[config.mk]
export PLATFORM = sky130hd
export DESIGN_NAME = vx_barrier_ctrl
export DESIGN_NICKNAME = d
export VERILOG_FILES = /design/src/rtl/vx_barrier_ctrl_pkg.sv /design/src/rtl/vx_barrier_ctrl.sv
export SDC_FILE = /design/constraint.sdc
export NUM_CORES = 1
export LEC_CHECK = 0
export ABC_AREA = 1
export ABC_CLOCK_PERIOD_IN_PS = 3900
export BUFFER_PORTS_ARGS = -buffer_cell sky130_fd_sc_hd__buf_4
export CAP_MARGIN = 10
export CORE_UTILIZATION = 33
export DETAILED_ROUTE_END_ITERATION = 16
export GPL_ROUTABILITY_DRIVEN = 0
export GPL_TIMING_DRIVEN = 0
export SKIP_LAST_GASP = 1
export SLEW_MARGIN = 20
export SYNTH_ARGS = -nofsm -noshare
export SYNTH_HDL_FRONTEND = slang
export SYNTH_SLANG_ARGS = --single-unit
[constraint.sdc]
create_clock -name clk_i -period 3.9 [get_ports clk_i]
set_clock_uncertainty 0.1 [all_clocks]
set_input_delay 0.39 -clock clk_i [delete_from_list [all_inputs] [get_ports clk_i]]
set_output_delay 0.39 -clock clk_i [all_outputs]
set_load 0.01 [all_outputs]
[src/rtl/vx_barrier_ctrl_pkg.sv]
// Shared GPU types for the barrier controller: core geometry, request bundle,
// per-barrier state entry and the popcount helper.
package vx_barrier_ctrl_pkg;

  localparam int unsigned NUM_WARPS    = 4;
  localparam int unsigned NUM_BARRIERS = 4;
  localparam int unsigned NW_BITS      = $clog2(NUM_WARPS);
  localparam int unsigned NB_BITS      = (NUM_BARRIERS > 1) ? $clog2(NUM_BARRIERS) : 1;
  localparam int unsigned SIZE_W       = (NW_BITS > 0) ? NW_BITS : 1;
  localparam int unsigned BAR_MASK_W   = NUM_WARPS;

  typedef struct packed {
    logic [NB_BITS-1:0] id;
    logic [SIZE_W-1:0]  size_m1;
  } gpu_barrier_t;

  typedef struct packed {
    logic                  busy;
    logic [SIZE_W-1:0]     size_m1;
    logic [BAR_MASK_W-1:0] mask;
  } barrier_entry_t;

  function automatic logic [NW_BITS:0] popcount(input logic [BAR_MASK_W-1:0] v);
    logic [NW_BITS:0] c;
    c = '0;
    for (int i = 0; i < BAR_MASK_W; i++) begin
      c = c + (NW_BITS + 1)'(v[i]);
    end
    return c;
  endfunction

endpackage

[src/rtl/vx_barrier_ctrl.sv]
// Per-core warp barrier tracker: collects arrivals per hardware barrier and
// hands a registered release mask to the warp scheduler once the count is met.
module vx_barrier_ctrl
  import vx_barrier_ctrl_pkg::*;
(
  input  logic                  clk_i,
  input  logic                  reset_i,
  input  logic                  barrier_valid_i,
  output logic                  barrier_ready_o,
  input  logic [NB_BITS-1:0]    barrier_id_i,
  input  logic [SIZE_W-1:0]     barrier_size_m1_i,
  input  logic [NW_BITS-1:0]    barrier_wid_i,
  output logic                  release_valid_o,
  input  logic                  release_ready_i,
  output logic [NB_BITS-1:0]    release_id_o,
  output logic [NUM_WARPS-1:0]  release_wmask_o,
  output logic [NUM_WARPS-1:0]  stalled_wmask_o
);

  gpu_barrier_t          req;
  barrier_entry_t        bar_q [NUM_BARRIERS];
  barrier_entry_t        bar_d [NUM_BARRIERS];
  barrier_entry_t        cur;

  logic                  rel_valid_q, rel_valid_d;
  logic [NB_BITS-1:0]    rel_id_q, rel_id_d;
  logic [BAR_MASK_W-1:0] rel_mask_q, rel_mask_d;
  logic [BAR_MASK_W-1:0] stalled_q, stalled_d;

  logic                  accept;
  logic                  complete;
  logic [SIZE_W-1:0]     eff_size;
  logic [BAR_MASK_W-1:0] wbit;
  logic [BAR_MASK_W-1:0] new_mask;
  logic [NW_BITS:0]      cnt;

  assign req = '{id: barrier_id_i, size_m1: barrier_size_m1_i};

  // Release register is an elastic stage: it can accept a new completion in the
  // same cycle its current content is consumed.
  assign barrier_ready_o = ~rel_valid_q | release_ready_i;
  assign accept          = barrier_valid_i & barrier_ready_o;

  assign cur      = bar_q[req.id];
  assign eff_size = cur.busy ? cur.size_m1 : req.size_m1;
  assign wbit     = BAR_MASK_W'(1) << barrier_wid_i;
  assign new_mask = cur.mask | wbit;
  assign cnt      = popcount(new_mask);
  assign complete = accept && (cnt == ((NW_BITS + 1)'(eff_size) + (NW_BITS + 1)'(1)));

  always_comb begin
    for (int b = 0; b < NUM_BARRIERS; b++) begin
      bar_d[b] = bar_q[b];
    end
    if (accept) begin
      if (complete) begin
        bar_d[req.id] = '0;
      end else begin
        bar_d[req.id] = '{busy: 1'b1, size_m1: eff_size, mask: new_mask};
      end
    end
  end

  always_comb begin
    stalled_d = '0;
    for (int b = 0; b < NUM_BARRIERS; b++) begin
      stalled_d = stalled_d | bar_d[b].mask;
    end
  end

  always_comb begin
    rel_valid_d = complete | (rel_valid_q & ~release_ready_i);
    rel_id_d    = complete ? req.id : rel_id_q;
    rel_mask_d  = complete ? new_mask : rel_mask_q;
  end

  always_ff @(posedge clk_i or posedge reset_i) begin
    if (reset_i) begin
      for (int b = 0; b < NUM_BARRIERS; b++) begin
        bar_q[b] <= '0;
      end
      rel_valid_q <= 1'b0;
      rel_id_q    <= '0;
      rel_mask_q  <= '0;
      stalled_q   <= '0;
    end else begin
      for (int b = 0; b < NUM_BARRIERS; b++) begin
        bar_q[b] <= bar_d[b];
      end
      rel_valid_q <= rel_valid_d;
      rel_id_q    <= rel_id_d;
      rel_mask_q  <= rel_mask_d;
      stalled_q   <= stalled_d;
    end
  end

  assign release_valid_o = rel_valid_q;
  assign release_id_o    = rel_id_q;
  assign release_wmask_o = rel_mask_q;
  assign stalled_wmask_o = stalled_q;

`ifndef SYNTHESIS
  // Protocol checks on the issuing side; hardware tolerates these silently.
  a_size_match : assert property (@(posedge clk_i) disable iff (reset_i)
    (accept && cur.busy) |-> (req.size_m1 == cur.size_m1))
    else $error("barrier size_m1 differs from latched size");
  a_no_dup_arrival : assert property (@(posedge clk_i) disable iff (reset_i)
    accept |-> ((cur.mask & wbit) == '0))
    else $error("warp arrived twice at the same barrier");
  a_no_overcount : assert property (@(posedge clk_i) disable iff (reset_i)
    accept |-> (cnt <= ((NW_BITS + 1)'(eff_size) + (NW_BITS + 1)'(1))))
    else $error("barrier arrival count exceeds participant count");
`endif

endmodule

==> flow_metrics.env, run 1 <==
export IMPL_htreeDepth=2
export IMPL_syn_area_sq_mm=0.00205
export IMPL_grt_pass1_wl_um=8060
export IMPL_fin_tns_setup_ns=0
export IMPL_initial_core_util_pct=34.4
export IMPL_antenna_found_initial=0
export IMPL_pre_cts_slack_ns=0.253
export IMPL_p_leak_nw=1.35
export IMPL_clk_pin_slew_ns=0.07
export IMPL_rsz0062_at_grt="false"
export IMPL_clockBufferDepth=2
export IMPL_drive_above_1_share_pct=16.3
export IMPL_die_y_um=80.8
export IMPL_drc=0
export IMPL_max_vdd_ir_drop_mv=0.289
export IMPL_crit_slowest_cell="fa_1"
export IMPL_drt_iter0_drc=123
export IMPL_post_cts_buffers=0
export IMPL_final_cell_mix="132 x nand2_1, 39 x dfrtp_1, 25 x inv_1"
export IMPL_ys_ff_latch=39
export IMPL_end_kind="flop"
export IMPL_relSlewSlack_pct=61.4
export IMPL_slowest_delay_ns=0.51
export IMPL_via_per_inst=4.56
export IMPL_yosysUniqueCellTypes=24
export IMPL_hp_class="in2reg"
export IMPL_yosysTopAreaCellShare_pct=47.6
export IMPL_crit_type="in2reg"
export IMPL_vias=1715
export IMPL_stdcell_count=376
export IMPL_row_count=28
export IMPL_status="completed"
export IMPL_cp_start_kind="input port"
export IMPL_die_w_um=80.8
export IMPL_crit_arrival_ns=3.39
export IMPL_antenna_cells=0
export IMPL_setup_viol=0
export IMPL_max_freq_mhz=301
export IMPL_dr_pass1_iters=4
export IMPL_final_common_cell="nand2_1"
export IMPL_crit_fanout=10
export IMPL_nets=314
export IMPL_yosys_warnings=0
export IMPL_avgRoutedWirePerCell_um=12.3
export IMPL_place_hpwl_um=3470
export IMPL_grt_overflow=0
export IMPL_finalMaxSlewViolations=0
export IMPL_pin_count=22
export IMPL_drt_total_wl_um=4630
export IMPL_syn_nets=284
export IMPL_root_buffer="clkbuf_8"
export IMPL_required_ns=3.96
export IMPL_fp_dieArea_sq_mm=0.00653
export IMPL_track_usage_pct=16.8
export IMPL_tritoncts="yes"
export IMPL_hold_violations=0
export IMPL_cts_buffers=5
export IMPL_tightest_slew_ns=0.578
export IMPL_period_minus_slack_ns=3.33
export IMPL_worst_path_buf_inv=6
export IMPL_crit_family="adder cells"
export IMPL_post_route_period_util_pct=85.3
export IMPL_synth_top_area_cell="dfrtp_1"
export IMPL_worstPathCellList="buf_4 -> buf_6 -> nand2_1 -> inv_1 -> nand2_1 -> nand2_1 -> nor3_2 -> inv_1 -> fa_1 -> ha_1 -> ha_1 -> xor2_1 -> nor3_4 -> nand3_4 -> buf_6 -> nand2_1 -> inv_1 -> nand2_1 -> o21ai_0"
export IMPL_drv_cap=0
export IMPL_core_sq_mm=0.00596
export IMPL_avgSynthCellArea_sq_um=7.59
export IMPL_synth_area_top_cells="dfrtp_1 48%, nand2_1 24%, inv_1 4.8%, nand3_1 4.2%, nor2_1 3.3%"
export IMPL_grt_max_degree=25
export IMPL_grt_pass1_vias=1728
export IMPL_area_growth_pct=18.1
export IMPL_fin_ws_ns=0.573
export IMPL_timing_critical_path_mode_cell="nand2_1"
export IMPL_stdcell_area_sq_mm=0.00242
export IMPL_synth_cells=270
export IMPL_ant_nets=0
export IMPL_numPortBuffers=21
export IMPL_ys_seq_area_share_pct=47.6
export IMPL_whs_ns=0.276
export IMPL_clk_latency_ns=0.30
export IMPL_post_dp_cell_area_sq_mm=0.00233
export IMPL_cts_sinks=39
export IMPL_place_inst=367
export IMPL_power_per_cell_area_mw_per_mm2=705
## final timing paths
kind                       slack [ns]  cells after the start                      startpoint                             end
min in group asynchronous        0.53                      3                         reset_i           bar_q[13]$_DFFE_PP0P_
min reg2reg                      0.38                      2  release_wmask_o[0]$_DFFE_PP0P_  release_wmask_o[0]$_DFFE_PP0P_
max in group asynchronous        2.72                      4                         reset_i             bar_q[15]$_DFF_PP0_
min                              0.28                      4                 release_ready_i       release_valid_o$_DFF_PP0_
max                              0.57                     19                 barrier_id_i[0]            bar_q[5]$_DFFE_PP0P_
max reg2reg                      0.80                     15              bar_q[7]$_DFF_PP0_            bar_q[5]$_DFFE_PP0P_
## repair_timing
action | 4_1_cts | 5_1_grt
gates resized for setup | 0 | 0
hold buffers | 1 | 0
hold endpoints to repair | 15 | 0
## where the power goes
part | leakage (nW) | switching (W) | internal [W]
clock | 0.0422 | 0.000140 | 0.000126
combinational | 0.831 | 0.000450 | 0.000310
sequential | 0.481 | 0.0000940 | 0.000585
## metal layers
layer	wire length, um	track usage (%)
met5	0	0
met4	121	9.29
met3	264	2.81
met2	2120	27.1
met1	2120	21.3
## registers in the layout (all words and copies together) (netlist names)
register         cells
bar_q               28
release_id_o         2
release_valid_o      1
release_wmask_o      4
stalled_wmask_o      4
## final cells by class
| class | instances | area, sq um |
|---|---|---|
| inverter | 28 | 108 |
| clock inverter | 1 | 5.00 |
| sequential | 39 | 976 |
| multi-input combinational | 198 | 923 |
| buffer | 5 | 42.5 |
| tap | 75 | 93.8 |
| timing repair buffer | 23 | 195 |
| clock buffer | 7 | 76.3 |
| fill | 651 | 3540 |
## worst register-to-register path, delay by kind of cell, from the launching register on
kind | cells | cell delay (ns)
AOI/OAI and AO/OA | 1 | 0.08
xor gates and xnor gates | 1 | 0.19
adders and majority gates | 3 | 1.00
buffers and inverters | 3 | 0.39
DFF | 1 | 0.38
and+or+nand+nor | 7 | 0.83
## synthesized netlist by cell type
master	count
o21ai_0	8
nand3_1	17
buf_2	1
a221oi_1	1
nor3_2	3
dfrtp_1	39
inv_4	1
buf_6	3
nor2_4	2
clkbuf_1	1
inv_1	26
nor3_4	1
fa_1	1
a21oi_1	1
nor2_2	1
ha_1	3
nor2_1	18
o21ai_1	1
xor2_1	2
nand2_1	132
nand3_2	3
nand3_4	1
nand2_2	3
inv_2	1
## cells by family after synthesis
group / after synthesis / share of synthesized area [%]
buf+inv: 33 / 7.33
fa+ha+maj: 4 / 2.81
simple gates: 181 / 38.5
xor+xnor: 2 / 0.855
compound gates: 11 / 2.87
flops: 39 / 47.6
## through the flow
| step | utilization (%) | power, W |
|---|---|---|
| 2_1_floorplan | - | 0.00123 |
| 3_3_place_gp | 38.6 | 0.00143 |
| 3_5_place_dp | 39.1 | 0.00145 |
| 4_1_cts | 40.6 | 0.00172 |
| 5_1_grt | 40.6 | 0.00187 |
| 6_report | 40.6 | 0.00171 |
Power figures use the tool's default switching activity.
==> run 2, diff against run 1 <==
--- a/config.mk
+++ b/config.mk
@@ -6,7 +6,7 @@
 export NUM_CORES = 1
 export LEC_CHECK = 0
 export ABC_AREA = 1
-export ABC_CLOCK_PERIOD_IN_PS = 3900
+export ABC_CLOCK_PERIOD_IN_PS = 4300
 export BUFFER_PORTS_ARGS = -buffer_cell sky130_fd_sc_hd__buf_4
 export CAP_MARGIN = 10
 export CORE_UTILIZATION = 33
==> constraint.sdc (replaced) <==
create_clock -name clk_i -period 4.3 [get_ports clk_i]
set_clock_uncertainty 0.1 [all_clocks]
set_input_delay 0.43 -clock clk_i [delete_from_list [all_inputs] [get_ports clk_i]]
set_output_delay 0.43 -clock clk_i [all_outputs]
set_load 0.01 [all_outputs]
==> run 2 against run 1 <==
- non-clock buffer count shrank 1
- setup slack better by 0.34 ns
- clock-buffer cell count did not move
- register-to-register slack improved by 0.40 ns
- clock power down 9.8%
- hold slack got worse by 0.26 ns
- first-iteration DRC count increased by 4.1%
- critical endpoint unchanged
==> flow_metrics.env, run 2 (synthesized netlist as in run 1, its figures left out) <==
export IMPL_stdcell_area_sq_mm=0.00241
export IMPL_drt_iter0_drc=128
export IMPL_vias=1708
export IMPL_required_ns=4.36
export IMPL_cp_start_kind="input port"
export IMPL_root_buffer="clkbuf_8"
export IMPL_via_per_inst=4.55
export IMPL_crit_fanout=10
export IMPL_period_minus_slack_ns=3.39
export IMPL_grt_max_degree=25
export IMPL_cts_buffers=5
export IMPL_antenna_cells=0
export IMPL_max_vdd_ir_drop_mv=0.262
export IMPL_setup_viol=0
export IMPL_multi_input_area_sq_um=923
export IMPL_crit_type="in2reg"
export IMPL_core_sq_mm=0.00596
export IMPL_tritoncts="yes"
export IMPL_hold_violations=0
export IMPL_row_count=28
export IMPL_top_register="bar_q"
export IMPL_power_per_cell_area_mw_per_mm2=641
export IMPL_antenna_found_initial=0
export IMPL_fillers=652
export IMPL_clk_latency_ns=0.30
export IMPL_rsz0062_at_grt="false"
export IMPL_dr_pass1_iters=4
export IMPL_drt_total_wl_um=4640
export IMPL_post_dp_cell_area_sq_mm=0.00233
export IMPL_final_common_cell="nand2_1"
export IMPL_cp_startpoint="barrier_id_i[0]"
export IMPL_crit_arrival_ns=3.45
export IMPL_area_growth_pct=17.6
export IMPL_post_route_period_util_pct=78.7
export IMPL_tightest_slew_ns=0.575
export IMPL_clockBufferDepth=2
export IMPL_cts_sinks=39
export IMPL_fp_dieArea_sq_mm=0.00653
export IMPL_numPortBuffers=21
export IMPL_cts_resized=0
export IMPL_die_w_um=80.8
export IMPL_r2r_slack_ns=1.20
export IMPL_drive_above_1_share_pct=16.3
export IMPL_end_kind="flop"
export IMPL_post_cts_buffers=0
export IMPL_cts_hold_buf=0
export IMPL_htreeDepth=2
export IMPL_grt_overflow=0
export IMPL_grt_pass1_wl_um=8050
export IMPL_status="completed"
export IMPL_register_area_sq_um=976
export IMPL_max_freq_mhz=295
export IMPL_p_leak_nw=1.35
export IMPL_hp_class="in2async"
export IMPL_track_usage_pct=16.8
export IMPL_avgRoutedWirePerCell_um=12.4
export IMPL_fin_ws_ns=0.915
export IMPL_reg2reg_to="bar_q[5]$_DFFE_PP0P_"
export IMPL_grt_pass1_vias=1729
export IMPL_drv_cap=0
export IMPL_worstRegToRegCells=15
export IMPL_pre_cts_slack_ns=0.613
export IMPL_utilization_pct=40.5
export IMPL_final_cell_mix="132 x nand2_1, 39 x dfrtp_1, 25 x inv_1"
export IMPL_fin_tns_setup_ns=0
export IMPL_r2r_start="bar_q[7]$_DFF_PP0_"
export IMPL_largest_register_ffs=28
export IMPL_finalMaxSlewViolations=0
export IMPL_whs_ns=0.0171
export IMPL_nets=313
export IMPL_initial_core_util_pct=34.4
export IMPL_drc=0
export IMPL_ant_nets=0
export IMPL_pin_count=22
export IMPL_die_y_um=80.8
export IMPL_clk_pin_slew_ns=0.07
export IMPL_place_hpwl_um=3470
export IMPL_relSlewSlack_pct=61.7
run 2: cell count changes in the layout (fill, tap and decap cells not counted), sizes merged:
cell         before  now
dlygate4sd3       1    0
run 2: how the worst max path moves through the flow:
stage                                    to  slack (ns)
5_1_grt        stalled_wmask_o[0]$_DFF_PP0_        0.67
2_1_floorplan  stalled_wmask_o[3]$_DFF_PP0_        1.18
3_3_place_gp           bar_q[5]$_DFFE_PP0P_        0.64
3_5_place_dp           bar_q[5]$_DFFE_PP0P_        0.61
6_report               bar_q[5]$_DFFE_PP0P_        0.91
4_1_cts                bar_q[5]$_DFFE_PP0P_        0.93
run 2: report_power, final:
group / internal [W] / switching [W] / total, W / leakage [nW]
Clock: 0.000114 / 0.000127 / 0.000240 / 0.0422
Sequential: 0.000531 / 0.0000853 / 0.000616 / 0.481
Combinational: 0.000281 / 0.000408 / 0.000689 / 0.827
run 2: per-layer routing:
metal | wire, um | track usage (%)
met4 | 112 | 9.29
met1 | 2180 | 21.2
met3 | 236 | 2.81
met5 | 0 | 0
met2 | 2110 | 27.1
run 2: final cells by class:
| class | count | share of cell area, % |
|---|---|---|
| Multi-Input combinational cell | 198 | 38.3 |
| Sequential cell | 39 | 40.5 |
| Buffer | 5 | 1.77 |
| Tap cell | 75 | 3.89 |
| Clock inverter | 1 | 0.208 |
| Timing Repair Buffer | 22 | 7.68 |
| Inverter | 28 | 4.47 |
| Clock buffer | 7 | 3.17 |
run 2: through the flow:
stage               std cells  total power, W
detailed placement        367         0.00131
global route              375         0.00170
finish                    375         0.00155
global placement          366         0.00130
floorplan                 270         0.00111
CTS                       375         0.00156
run 2: worst max-delay path, stage by stage:
cell,delay (ns)
buf_4,0.11
buf_6,0.14
nand2_1,0.13
inv_1,0.12
nand2_1,0.08
nand2_1,0.06
nor3_2,0.28
inv_1,0.17
fa_1,0.51
ha_1,0.21
ha_1,0.28
xor2_1,0.19
nor3_4,0.15
nand3_4,0.12
buf_6,0.16
nand2_1,0.09
inv_1,0.06
nand2_1,0.06
o21ai_0,0.08
